### config.mk
export PLATFORM = sky130hd
export DESIGN_NAME = ls_mem_arbiter
export DESIGN_NICKNAME = d
export VERILOG_FILES = /design/src/rtl/ls_mem_arbiter_pkg.sv /design/src/rtl/ls_mem_arbiter_size_align.sv /design/src/rtl/ls_mem_arbiter.sv
export SDC_FILE = /design/constraint.sdc
export NUM_CORES = 1
export LEC_CHECK = 0
export ABC_AREA = 0
export CORE_AREA = 5 5 190 192
export DETAILED_ROUTE_END_ITERATION = 12
export DIE_AREA = 0 0 195 197
export HOLD_SLACK_MARGIN = 0.12
export PLACE_DENSITY = 0.62
export SLEW_MARGIN = 20
export SYNTH_ARGS = -nofsm -noshare
export SYNTH_HDL_FRONTEND = slang
export SYNTH_HIERARCHICAL = 1
export SYNTH_SLANG_ARGS = --single-unit
### constraint.sdc
create_clock -name clk -period 3.4 [get_ports clk]
set_input_delay 0.51 -clock clk [delete_from_list [all_inputs] [get_ports clk]]
set_output_delay 0.51 -clock clk [all_outputs]
set_load 0.05 [all_outputs]
### src/rtl/ls_mem_arbiter_pkg.sv
// Shared types for the IF/LS memory-port arbiter: FSM states, access sizes and requester IDs.
package ls_mem_arbiter_pkg;

  typedef enum logic [1:0] {
    ST_IDLE = 2'b00,
    ST_BUSY = 2'b01,
    ST_RESP = 2'b10
  } state_t;

  typedef enum logic [1:0] {
    SZ_B = 2'b00,
    SZ_H = 2'b01,
    SZ_W = 2'b10,
    SZ_X = 2'b11
  } size_t;

  typedef enum logic {
    REQ_IF = 1'b0,
    REQ_LS = 1'b1
  } req_id_t;

endpackage

### src/rtl/ls_mem_arbiter_size_align.sv
// Natural-alignment check and read-data mask for one access size.
import ls_mem_arbiter_pkg::*;

module ls_size_align #(
  parameter int DW = 64
) (
  input  size_t          size,
  input  logic [2:0]     addr_lo,
  output logic           misalign,
  output logic [DW-1:0]  mask
);

  always_comb begin
    // NOTE: every output gets a default first so no path can infer a latch.
    misalign = 1'b0;
    mask     = '0;
    unique case (size)
      SZ_B: begin
        mask = DW'(8'hFF);
      end
      SZ_H: begin
        misalign = addr_lo[0];
        mask     = DW'(16'hFFFF);
      end
      SZ_W: begin
        misalign = addr_lo[1:0] != 2'b00;
        mask     = DW'(32'hFFFF_FFFF);
      end
      SZ_X: begin
        misalign = addr_lo != 3'b000;
        mask     = '1;
      end
    endcase
  end

endmodule

### src/rtl/ls_mem_arbiter.sv
// Arbitrates the single data-memory port between instruction fetch and the load/store unit,
// sequencing each access as IDLE -> BUSY (wait for ack or timeout) -> RESP (done pulse).
import ls_mem_arbiter_pkg::*;

module ls_mem_arbiter #(
  parameter int AW            = 64,
  parameter int DW            = 64,
  parameter int LS_STREAK_MAX = 4,
  parameter int TIMEOUT       = 15
) (
  input  logic          clk,
  input  logic          rst_n,
  input  logic          if_req,
  input  logic [AW-1:0] if_addr,
  output logic          if_done,
  output logic [31:0]   if_rdata,
  input  logic          ls_req,
  input  logic          ls_we,
  input  logic [AW-1:0] ls_addr,
  input  logic [1:0]    ls_size,
  input  logic [DW-1:0] ls_wdata,
  output logic          ls_done,
  output logic [DW-1:0] ls_rdata,
  output logic          err,
  output logic          mem_req,
  output logic          mem_we,
  output logic [AW-1:0] mem_addr,
  output logic [1:0]    mem_size,
  output logic [DW-1:0] mem_wdata,
  input  logic [DW-1:0] mem_rdata,
  input  logic          mem_ack
);

  localparam int SW = $clog2(LS_STREAK_MAX + 1);

  state_t        state;
  req_id_t       owner;
  logic [SW-1:0] streak;
  logic [7:0]    tmo_cnt;

  logic          grant_ls;
  logic          grant_if;
  size_t         win_size;
  logic [AW-1:0] win_addr;
  logic          win_misalign;
  size_t         al_size;
  logic          al_misalign;
  logic [DW-1:0] al_mask;
  logic [DW-1:0] rd_masked;

  // LS has priority until it has won LS_STREAK_MAX times in a row against a waiting fetch.
  assign grant_ls = ls_req && (!if_req || (streak != SW'(LS_STREAK_MAX)));
  assign grant_if = if_req && !grant_ls;
  assign win_size = grant_ls ? size_t'(ls_size) : SZ_W;
  assign win_addr = grant_ls ? ls_addr : if_addr;

  // One checker serves both the IDLE alignment check and the BUSY capture mask.
  assign al_size = (state == ST_IDLE) ? win_size : size_t'(mem_size);

  ls_size_align #(.DW(DW)) u_align (
    .size     (al_size),
    .addr_lo  (win_addr[2:0]),
    .misalign (al_misalign),
    .mask     (al_mask)
  );

  // Size 10 is reserved for fetch; the LS port may not use it.
  assign win_misalign = al_misalign || (grant_ls && (ls_size == SZ_W));
  assign rd_masked    = mem_rdata & al_mask;

  // NOTE: sequential state uses non-blocking assignments so every register sees pre-edge values.
  always_ff @(posedge clk or negedge rst_n) begin
    if (!rst_n) begin
      state     <= ST_IDLE;
      owner     <= REQ_IF;
      streak    <= '0;
      tmo_cnt   <= '0;
      if_done   <= 1'b0;
      if_rdata  <= '0;
      ls_done   <= 1'b0;
      ls_rdata  <= '0;
      err       <= 1'b0;
      mem_req   <= 1'b0;
      mem_we    <= 1'b0;
      mem_addr  <= '0;
      mem_size  <= '0;
      mem_wdata <= '0;
    end else begin
      if_done <= 1'b0;
      ls_done <= 1'b0;
      err     <= 1'b0;
      unique case (state)
        ST_IDLE: begin
          if (grant_ls || grant_if) begin
            owner  <= grant_ls ? REQ_LS : REQ_IF;
            streak <= (grant_ls && if_req) ? streak + 1'b1 : '0;
            if (win_misalign) begin
              state    <= ST_RESP;
              err      <= 1'b1;
              if_done  <= grant_if;
              ls_done  <= grant_ls;
              if_rdata <= '0;
              ls_rdata <= '0;
            end else begin
              state     <= ST_BUSY;
              mem_req   <= 1'b1;
              mem_we    <= grant_ls && ls_we;
              mem_addr  <= win_addr;
              mem_size  <= win_size;
              mem_wdata <= grant_ls ? ls_wdata : '0;
              tmo_cnt   <= '0;
            end
          end
        end
        ST_BUSY: begin
          if (mem_ack) begin
            state    <= ST_RESP;
            mem_req  <= 1'b0;
            mem_we   <= 1'b0;
            if_done  <= (owner == REQ_IF);
            ls_done  <= (owner == REQ_LS);
            if_rdata <= (owner == REQ_IF) ? rd_masked[31:0] : '0;
            ls_rdata <= (owner == REQ_LS && !mem_we) ? rd_masked : '0;
          end else if (tmo_cnt == 8'(TIMEOUT)) begin
            state    <= ST_RESP;
            mem_req  <= 1'b0;
            mem_we   <= 1'b0;
            err      <= 1'b1;
            if_done  <= (owner == REQ_IF);
            ls_done  <= (owner == REQ_LS);
            if_rdata <= '0;
            ls_rdata <= '0;
          end else begin
            tmo_cnt <= tmo_cnt + 8'd1;
          end
        end
        ST_RESP: begin
          state    <= ST_IDLE;
          if_rdata <= '0;
          ls_rdata <= '0;
        end
        default: state <= ST_IDLE;
      endcase
    end
  end

endmodule

# ---- Word-level counts from Yosys, hierarchy flattened
# Index checks and enable logic that the tools add are counted.
dict set report word_totals {
  ram_bits 0
  latch_bits 0
  output_inout_bits 231
  memories 0
  mem_bits_ro 0
  regBits 245
  wordCells 110
}
dict set report op_classes {
  n_lt_le_gt_ge 0
  n_shift 0
  multipliers 0
  addsub 2
  muxes 53
  n_bitwise 3
  n_eq_ne 14
  n_div 0
  n_reduce_logical 24
}
# operator count
set op_table {}
lappend op_table {{2-to-1 mux 64 bit} 7}
lappend op_table {{one-hot mux 64 bit (4 select lines)} 1}
lappend op_table {{one-hot mux 64 bit (3 select lines)} 1}
lappend op_table {{2-to-1 mux 32 bit} 5}
lappend op_table {{one-hot mux 32 bit (3 select lines)} 1}
lappend op_table {{AND 64 bit} 1}
lappend op_table {{2-to-1 mux 8 bit} 4}
lappend op_table {{2-to-1 mux 1 bit} 19}
lappend op_table {{one-hot mux 8 bit (2 select lines)} 1}
lappend op_table {{2-to-1 mux 2 bit} 6}
lappend op_table {{one-hot mux 1 bit (2 select lines)} 5}
lappend op_table {{adder 8 x 1 -> 8 bit, second input constant} 1}
lappend op_table {{equality test 2 bit, second input constant} 4}
lappend op_table {{equality test 8 x 4 -> 1 bit, second input constant} 1}
lappend op_table {{inequality test 2 bit, second input constant} 4}
lappend op_table {{AND reduction 4 bit} 2}
lappend op_table {{logical AND 1 bit} 6}
lappend op_table {{inequality test 3 bit, second input constant} 2}
lappend op_table {{nonzero test 3 bit} 2}
lappend op_table {{AND reduction 5 bit} 1}
lappend op_table {{equality test 2 x 1 -> 1 bit, second input constant} 2}
lappend op_table {{logical NOT 2 bit} 2}
lappend op_table {{one-hot mux 2 bit (2 select lines)} 1}
lappend op_table {{AND reduction 2 bit} 2}
lappend op_table {{other kinds (9)} 15}

# ---- Depth between registers and ports, before layout
dict set report logic_depth {
  depth_word 11
  depth_mapped 18
  ltp_nobuf 13
}

# ---- Hierarchy
# Netlist, hierarchy kept.
# module area_each_um2 cells_per_inst n_inst seq_area_each_um2
set by_module_without_submodules {}
lappend by_module_without_submodules {ls_mem_arbiter 9780.6 755 1 6130.9}
lappend by_module_without_submodules {ls_size_align 498.0 69 1 0.0}

# ---- Least setup slack after synthesis
# Ideal clock, no wire load.
dict set report synth_path {
  path_type {input -> register}
  from {in if_req}
  to {reg if_rdata[0]}
  t_arrival_ps 3009
  setup_slack_ps 269
  stages 17
  setup_ps 122
  cell_sequence {buf_6 nand3_2 nand2_1 buf_2 buf_2 nor2_1 a21oi_1 a21oi_1 o21ai_1 o21ai_0 nand2_1 a21oi_1 a211o_1 buf_2 buf_6 buf_6 a32o_1}
}
dict set report synth_between {
  elab_chain_len 10
  elab_cells_between_ends 20
  classes_between {5 x eq/ne; 4 x mux; 11 x reduce/logical}
}
# element line_no
set synth_rtl {}
lappend synth_rtl {{start: declaration} ls_mem_arbiter.sv:13} ;# input logic if_req,
lappend synth_rtl {{logical NOT 1 bit *} ls_mem_arbiter.sv:52} ;# assign grant_ls = ls_req && (!if_req || (streak != SW'(LS_STREAK_MAX)));
lappend synth_rtl {{logical OR 1 bit *} ls_mem_arbiter.sv:52}
lappend synth_rtl {{logical AND 1 bit *} ls_mem_arbiter.sv:52}
lappend synth_rtl {{2-to-1 mux 2 bit *} ls_mem_arbiter.sv:54} ;# assign win_size = grant_ls ? size_t'(ls_size) : SZ_W;
lappend synth_rtl {{2-to-1 mux 2 bit *} ls_mem_arbiter.sv:58} ;# assign al_size = (state == ST_IDLE) ? win_size : size_t'(mem_size);
lappend synth_rtl {{named net al_size[1]} ls_mem_arbiter.sv:46} ;# size_t al_size;
lappend synth_rtl {{equality test 2 bit / equality test 2 x 1 -> 1 bit (equally long branches)} ls_mem_arbiter_size_align.sv:17} ;# unique case (size)
lappend synth_rtl {{one-hot mux 1 bit (3 select lines) *} ls_mem_arbiter_size_align.sv:17}
lappend synth_rtl {{named net al_misalign} ls_mem_arbiter.sv:47} ;# logic al_misalign;
lappend synth_rtl {{logical OR 1 bit *} ls_mem_arbiter.sv:68} ;# assign win_misalign = al_misalign || (grant_ls && (ls_size == SZ_W));
lappend synth_rtl {{inequality test 2 bit (no line) *} n/a}
lappend synth_rtl {{AND reduction 4 bit (no line) *} n/a}
lappend synth_rtl {{end signal: assignment} ls_mem_arbiter.sv:122} ;# if_rdata <= (owner == REQ_IF) ? rd_masked[31:0] : '0;
lappend synth_rtl {{end: declaration} ls_mem_arbiter.sv:16} ;# output logic [31:0] if_rdata,
# The timed path passes the listed nets; every way through them passes the cells marked *.
# A chain may end at the register's enable or synchronous reset.

# ---- Worst setup path in the final report
dict set report layout_path {
  from {reg streak[0]}
  to {reg ls_rdata[47]}
}
dict set report layout_between {
  elab_cells_between_ends 26
  classes_between {6 x eq/ne; 8 x mux; 1 x bitwise; 11 x reduce/logical}
}
# element line_no
set layout_lines {}
lappend layout_lines {{start: declaration} ls_mem_arbiter.sv:38} ;# logic [SW-1:0] streak;
lappend layout_lines {{start signal: assignment} ls_mem_arbiter.sv:96} ;# streak <= (grant_ls && if_req) ? streak + 1'b1 : '0;
lappend layout_lines {{inequality test 3 bit *} ls_mem_arbiter.sv:52}
lappend layout_lines {{logical OR 1 bit *} ls_mem_arbiter.sv:52}
lappend layout_lines {{logical AND 1 bit *} ls_mem_arbiter.sv:52}
lappend layout_lines {{2-to-1 mux 2 bit *} ls_mem_arbiter.sv:54}
lappend layout_lines {{2-to-1 mux 2 bit *} ls_mem_arbiter.sv:58}
lappend layout_lines {{named net al_size[0]} ls_mem_arbiter.sv:46}
lappend layout_lines {{equality test 2 bit / equality test 2 x 1 -> 1 bit (equally long branches)} ls_mem_arbiter_size_align.sv:17}
lappend layout_lines {{one-hot mux 1 bit (3 select lines) *} ls_mem_arbiter_size_align.sv:17}
lappend layout_lines {{named net al_misalign} ls_mem_arbiter.sv:47}
lappend layout_lines {{logical OR 1 bit *} ls_mem_arbiter.sv:68}
lappend layout_lines {{inequality test 2 bit (no line) *} n/a}
lappend layout_lines {{AND reduction 4 bit (no line) *} n/a}
lappend layout_lines {{end signal: assignment} ls_mem_arbiter.sv:123} ;# ls_rdata <= (owner == REQ_LS && !mem_we) ? rd_masked : '0;
lappend layout_lines {{end: declaration} ls_mem_arbiter.sv:23} ;# output logic [DW-1:0] ls_rdata,
# The timed path passes the listed nets; every way through them passes the cells marked *. The select of a mux whose other input is x is not followed.

==> results.txt <==
Clk Tree Root Cell - sky130_fd_sc_hd__clkbuf_16
Clock skew - 10.1 ps
Status - finished clean
Average wire length per cell after detail routing - 20.6 µm
Total number of vias - 8,352
Crit path arrival time - 3400 ps
Kind of capture point of the worst setup path - flip-flop
Global-route wire length before repair - 53,400 µm
Number of placed I/O pins - 495
Final worst path period need - 3000 ps
Cell count after synthesis - 824
Cell taking the most area after synthesis - sky130_fd_sc_hd__dfrtp_1
Maximum number of pins on one net before global-route repair - 97
Clock Latency Late Sink - 520 ps
# setup viols final - 0
Total CTS buffers - 27
Worst slack, placed - 153 ps
Final-report hold violation count - 0
X dimension of the die - 195 µm
Predominant post-synthesis flop cell - sky130_fd_sc_hd__dfrtp_1
Slew Limit Headroom - 49.1%
Nature of the critical path startpoint - flip-flop
Kind of critical path - reg2reg
H-tree level count - 1
Final Cycle Share - 88.1%
Worst path setup slack after routing - 404 ps
Slew Viols, Final - 0
Worst reg2reg path startpoint - streak[0]$_DFFE_PN0P_
Count of port buffers added during placement - 494
Routability Congestion - 0.812
Seq cells post-synth - 245
Placeable core region - 34,200 µm²
Clock transition at the registers of the reported paths - 60 ps
Mean number of vias per cell - 4.82
Area fraction of the dominant cell type after synthesis - 59.6%
Max Root-Sink Buffers - 3
Largest cells by area after synthesis - sky130_fd_sc_hd__dfrtp_1, sky130_fd_sc_hd__a32o_1, sky130_fd_sc_hd__mux2i_1
Peak supply drop - 0.000571 V
Fraction of final layout cells with drive strength greater than 1 - 5.88%
Unrepaired setup endpoints after global routing - false
Rows - 68
Path class of the lowest-slack min-delay path - reg2reg
Clock tree from TritonCTS - built
Worst Hold Launch - mem_req$_DFFE_PN0P_
Total die area - 38,400 µm²
Synth Area per Inst - 12.5 µm²
Number of flops mapped to enable cells by yosys - 0
Cell area after placement - 15,400 µm²
Mapped Area - 10,300 µm²
Cell with the most instances after synthesis - sky130_fd_sc_hd__dfrtp_1
All-Layer GR Usage - 17.6%
Number of remaining DRC errors - 0
Summed area of non-filler cells in the final layout - 16,200 µm²
Post-route ant nets - 0
Slew at the pin with the worst max-slew slack - 763 ps
Required arrival time at the worst endpoint - 3800 ps
Initial DRC Count - 404
Number of max-cap violations - 0
Remaining global-route overflow - 0
Max Fclk - 0.334 GHz
Final wirelength - 35,700 µm
Ys async rst share - 100%
Total negative slack - 0 ps
Sequential cell area fraction in the yosys report - 59.6%
Post-layout net count - 1,529
Die Height - 197 µm
Power Density - 879 nW/µm²
Most numerous cell types in the synthesized netlist - sky130_fd_sc_hd__dfrtp_1, sky130_fd_sc_hd__a32o_1, sky130_fd_sc_hd__nand2_1
P&R area growth vs syn - 57.2%
Number of warnings printed during yosys synthesis - 6
Count of unique library cells instantiated by Yosys - 43
Via count of the first global-routing pass - 8,736
Antenna violations before repair - 4
Total leakage power - 6.96 nW
First-pass DRT Iterations - 5
Crit path max fanout - 96
Total half-perimeter wirelength after legalization and detailed placement - 27,200 µm
Critical path startpoint - streak[0]$_DFFE_PN0P_
Clock sinks - 245
Effective utilization at floorplan - 30.1%
[stage by stage]
stage / util [%] / hold slack, ps / power (mW) / cells
global placement: 44.9 / 461 / 11.6 / 1687
global route: 47.2 / 500 / 14.9 / 1731
floorplan: - / 214 / 9.24 / 831
finish: 47.2 / 472 / 14.2 / 1733
detailed placement: 44.9 / 462 / 11.7 / 1687
CTS: 47.2 / 478 / 14.4 / 1731
[critical path, cell delays in order (launching register included)]
cell and delay, ps:
sky130_fd_sc_hd__dfrtp_1 350, sky130_fd_sc_hd__inv_1 70, sky130_fd_sc_hd__ha_1 210, sky130_fd_sc_hd__nand3_2 110
sky130_fd_sc_hd__and2_1 280, sky130_fd_sc_hd__nand2_1 110, sky130_fd_sc_hd__o31ai_1 310, sky130_fd_sc_hd__inv_1 80
sky130_fd_sc_hd__o21ai_1 170, sky130_fd_sc_hd__o21ai_0 110, sky130_fd_sc_hd__nand2_1 80, sky130_fd_sc_hd__a21oi_1 50
sky130_fd_sc_hd__a211o_2 340, sky130_fd_sc_hd__buf_12 200, sky130_fd_sc_hd__a32o_1 290
[cells in the final DEF, fill, tap and decap left out, types with 2 or more instances in the layout]
cell                                n
sky130_fd_sc_hd__inv_1              6
sky130_fd_sc_hd__nand4_1            3
sky130_fd_sc_hd__a32o_1            97
sky130_fd_sc_hd__o21ai_1           11
sky130_fd_sc_hd__nor3_4             2
sky130_fd_sc_hd__a21oi_1            2
sky130_fd_sc_hd__clkbuf_1           9
sky130_fd_sc_hd__o22ai_1            3
sky130_fd_sc_hd__nand2_1           88
sky130_fd_sc_hd__clkbuf_16         27
sky130_fd_sc_hd__nand2b_1           4
sky130_fd_sc_hd__ha_1               3
sky130_fd_sc_hd__o21ai_0           73
sky130_fd_sc_hd__clkdlybuf4s50_1  493
sky130_fd_sc_hd__clkbuf_8           3
sky130_fd_sc_hd__conb_1             8
sky130_fd_sc_hd__a22o_1            64
sky130_fd_sc_hd__and2_1             3
sky130_fd_sc_hd__buf_12             9
sky130_fd_sc_hd__clkinvlp_4         2
sky130_fd_sc_hd__buf_4             17
sky130_fd_sc_hd__clkinv_2           2
sky130_fd_sc_hd__nand3_1            4
sky130_fd_sc_hd__o31ai_1            2
sky130_fd_sc_hd__a31oi_1            3
sky130_fd_sc_hd__nor2_1             7
sky130_fd_sc_hd__mux2_4             3
sky130_fd_sc_hd__mux2i_1           61
sky130_fd_sc_hd__diode_2            2
sky130_fd_sc_hd__dfrtp_1          245
[state kept, by name, indices dropped and copies added, names as in the netlist]
register and cells:
if_done 1, mem_addr 64, tmo_cnt 8, state 2, streak 3, if_rdata 32, ls_rdata 64, owner 1
ls_done 1, mem_req 1, mem_size 2, mem_wdata 64, mem_we 1, err 1
[per-layer routing]
metal	part of all wire (%)	global-route usage (%)	wire length, µm	up-vias
met1	39	21.4	13900	4050
met3	8.0	5.08	2860	45
met5	0	0	0	-
met4	1.9	3.78	667	0
met2	51	31.3	18200	367
li1	-	-	-	3890
[power breakdown]
group	switching, mW	internal (mW)
combinational	4.86	2.45
clock	1.13	1.51
sequential	0.490	3.75
[repair_timing]
item | 4_1_cts | 5_1_grt
hold buffers | 1 | 0
endpoints found under the setup margin | 0 | 0
hold endpoints to repair | 71 | 0
gates resized for setup | 0 | 0
buffers inserted | 0 | 0
[cells by family after synthesis]
family / Yosys count / share of synthesized area [%]
fa+ha+maj: 3 / 0.365
mux: 64 / 6.38
flops: 245 / 59.6
compound gates: 262 / 20.2
simple gates: 124 / 5.37
buf+inv: 125 / 8.05
other cells: 1 / 0.0365
[worst paths after layout]
check                                      endpoint  slack [ps]  cells past startpoint
min in group asynchronous  if_rdata[29]$_DFFE_PN0P_         580                      2
max reg2reg                ls_rdata[47]$_DFFE_PN0P_         400                     14
min                             mem_req$_DFFE_PN0P_         470                      2
min reg2reg                     mem_req$_DFFE_PN0P_         470                      2
max in group asynchronous  ls_rdata[62]$_DFFE_PN0P_        1800                      3
max                        ls_rdata[47]$_DFFE_PN0P_         400                     14
[layout make-up]
cell class | count | area (µm²)
Clock inverter | 4 | 25.0
Clock buffer | 39 | 751
Inverter | 6 | 22.5
Multi-Input combinational cell | 461 | 3380
Timing Repair Buffer | 521 | 5270
Sequential cell | 245 | 6130
Tap cell | 455 | 569
Fill cell | 3199 | 18000
Antenna cell | 2 | 5.00
Power figures use the tool's default switching activity.
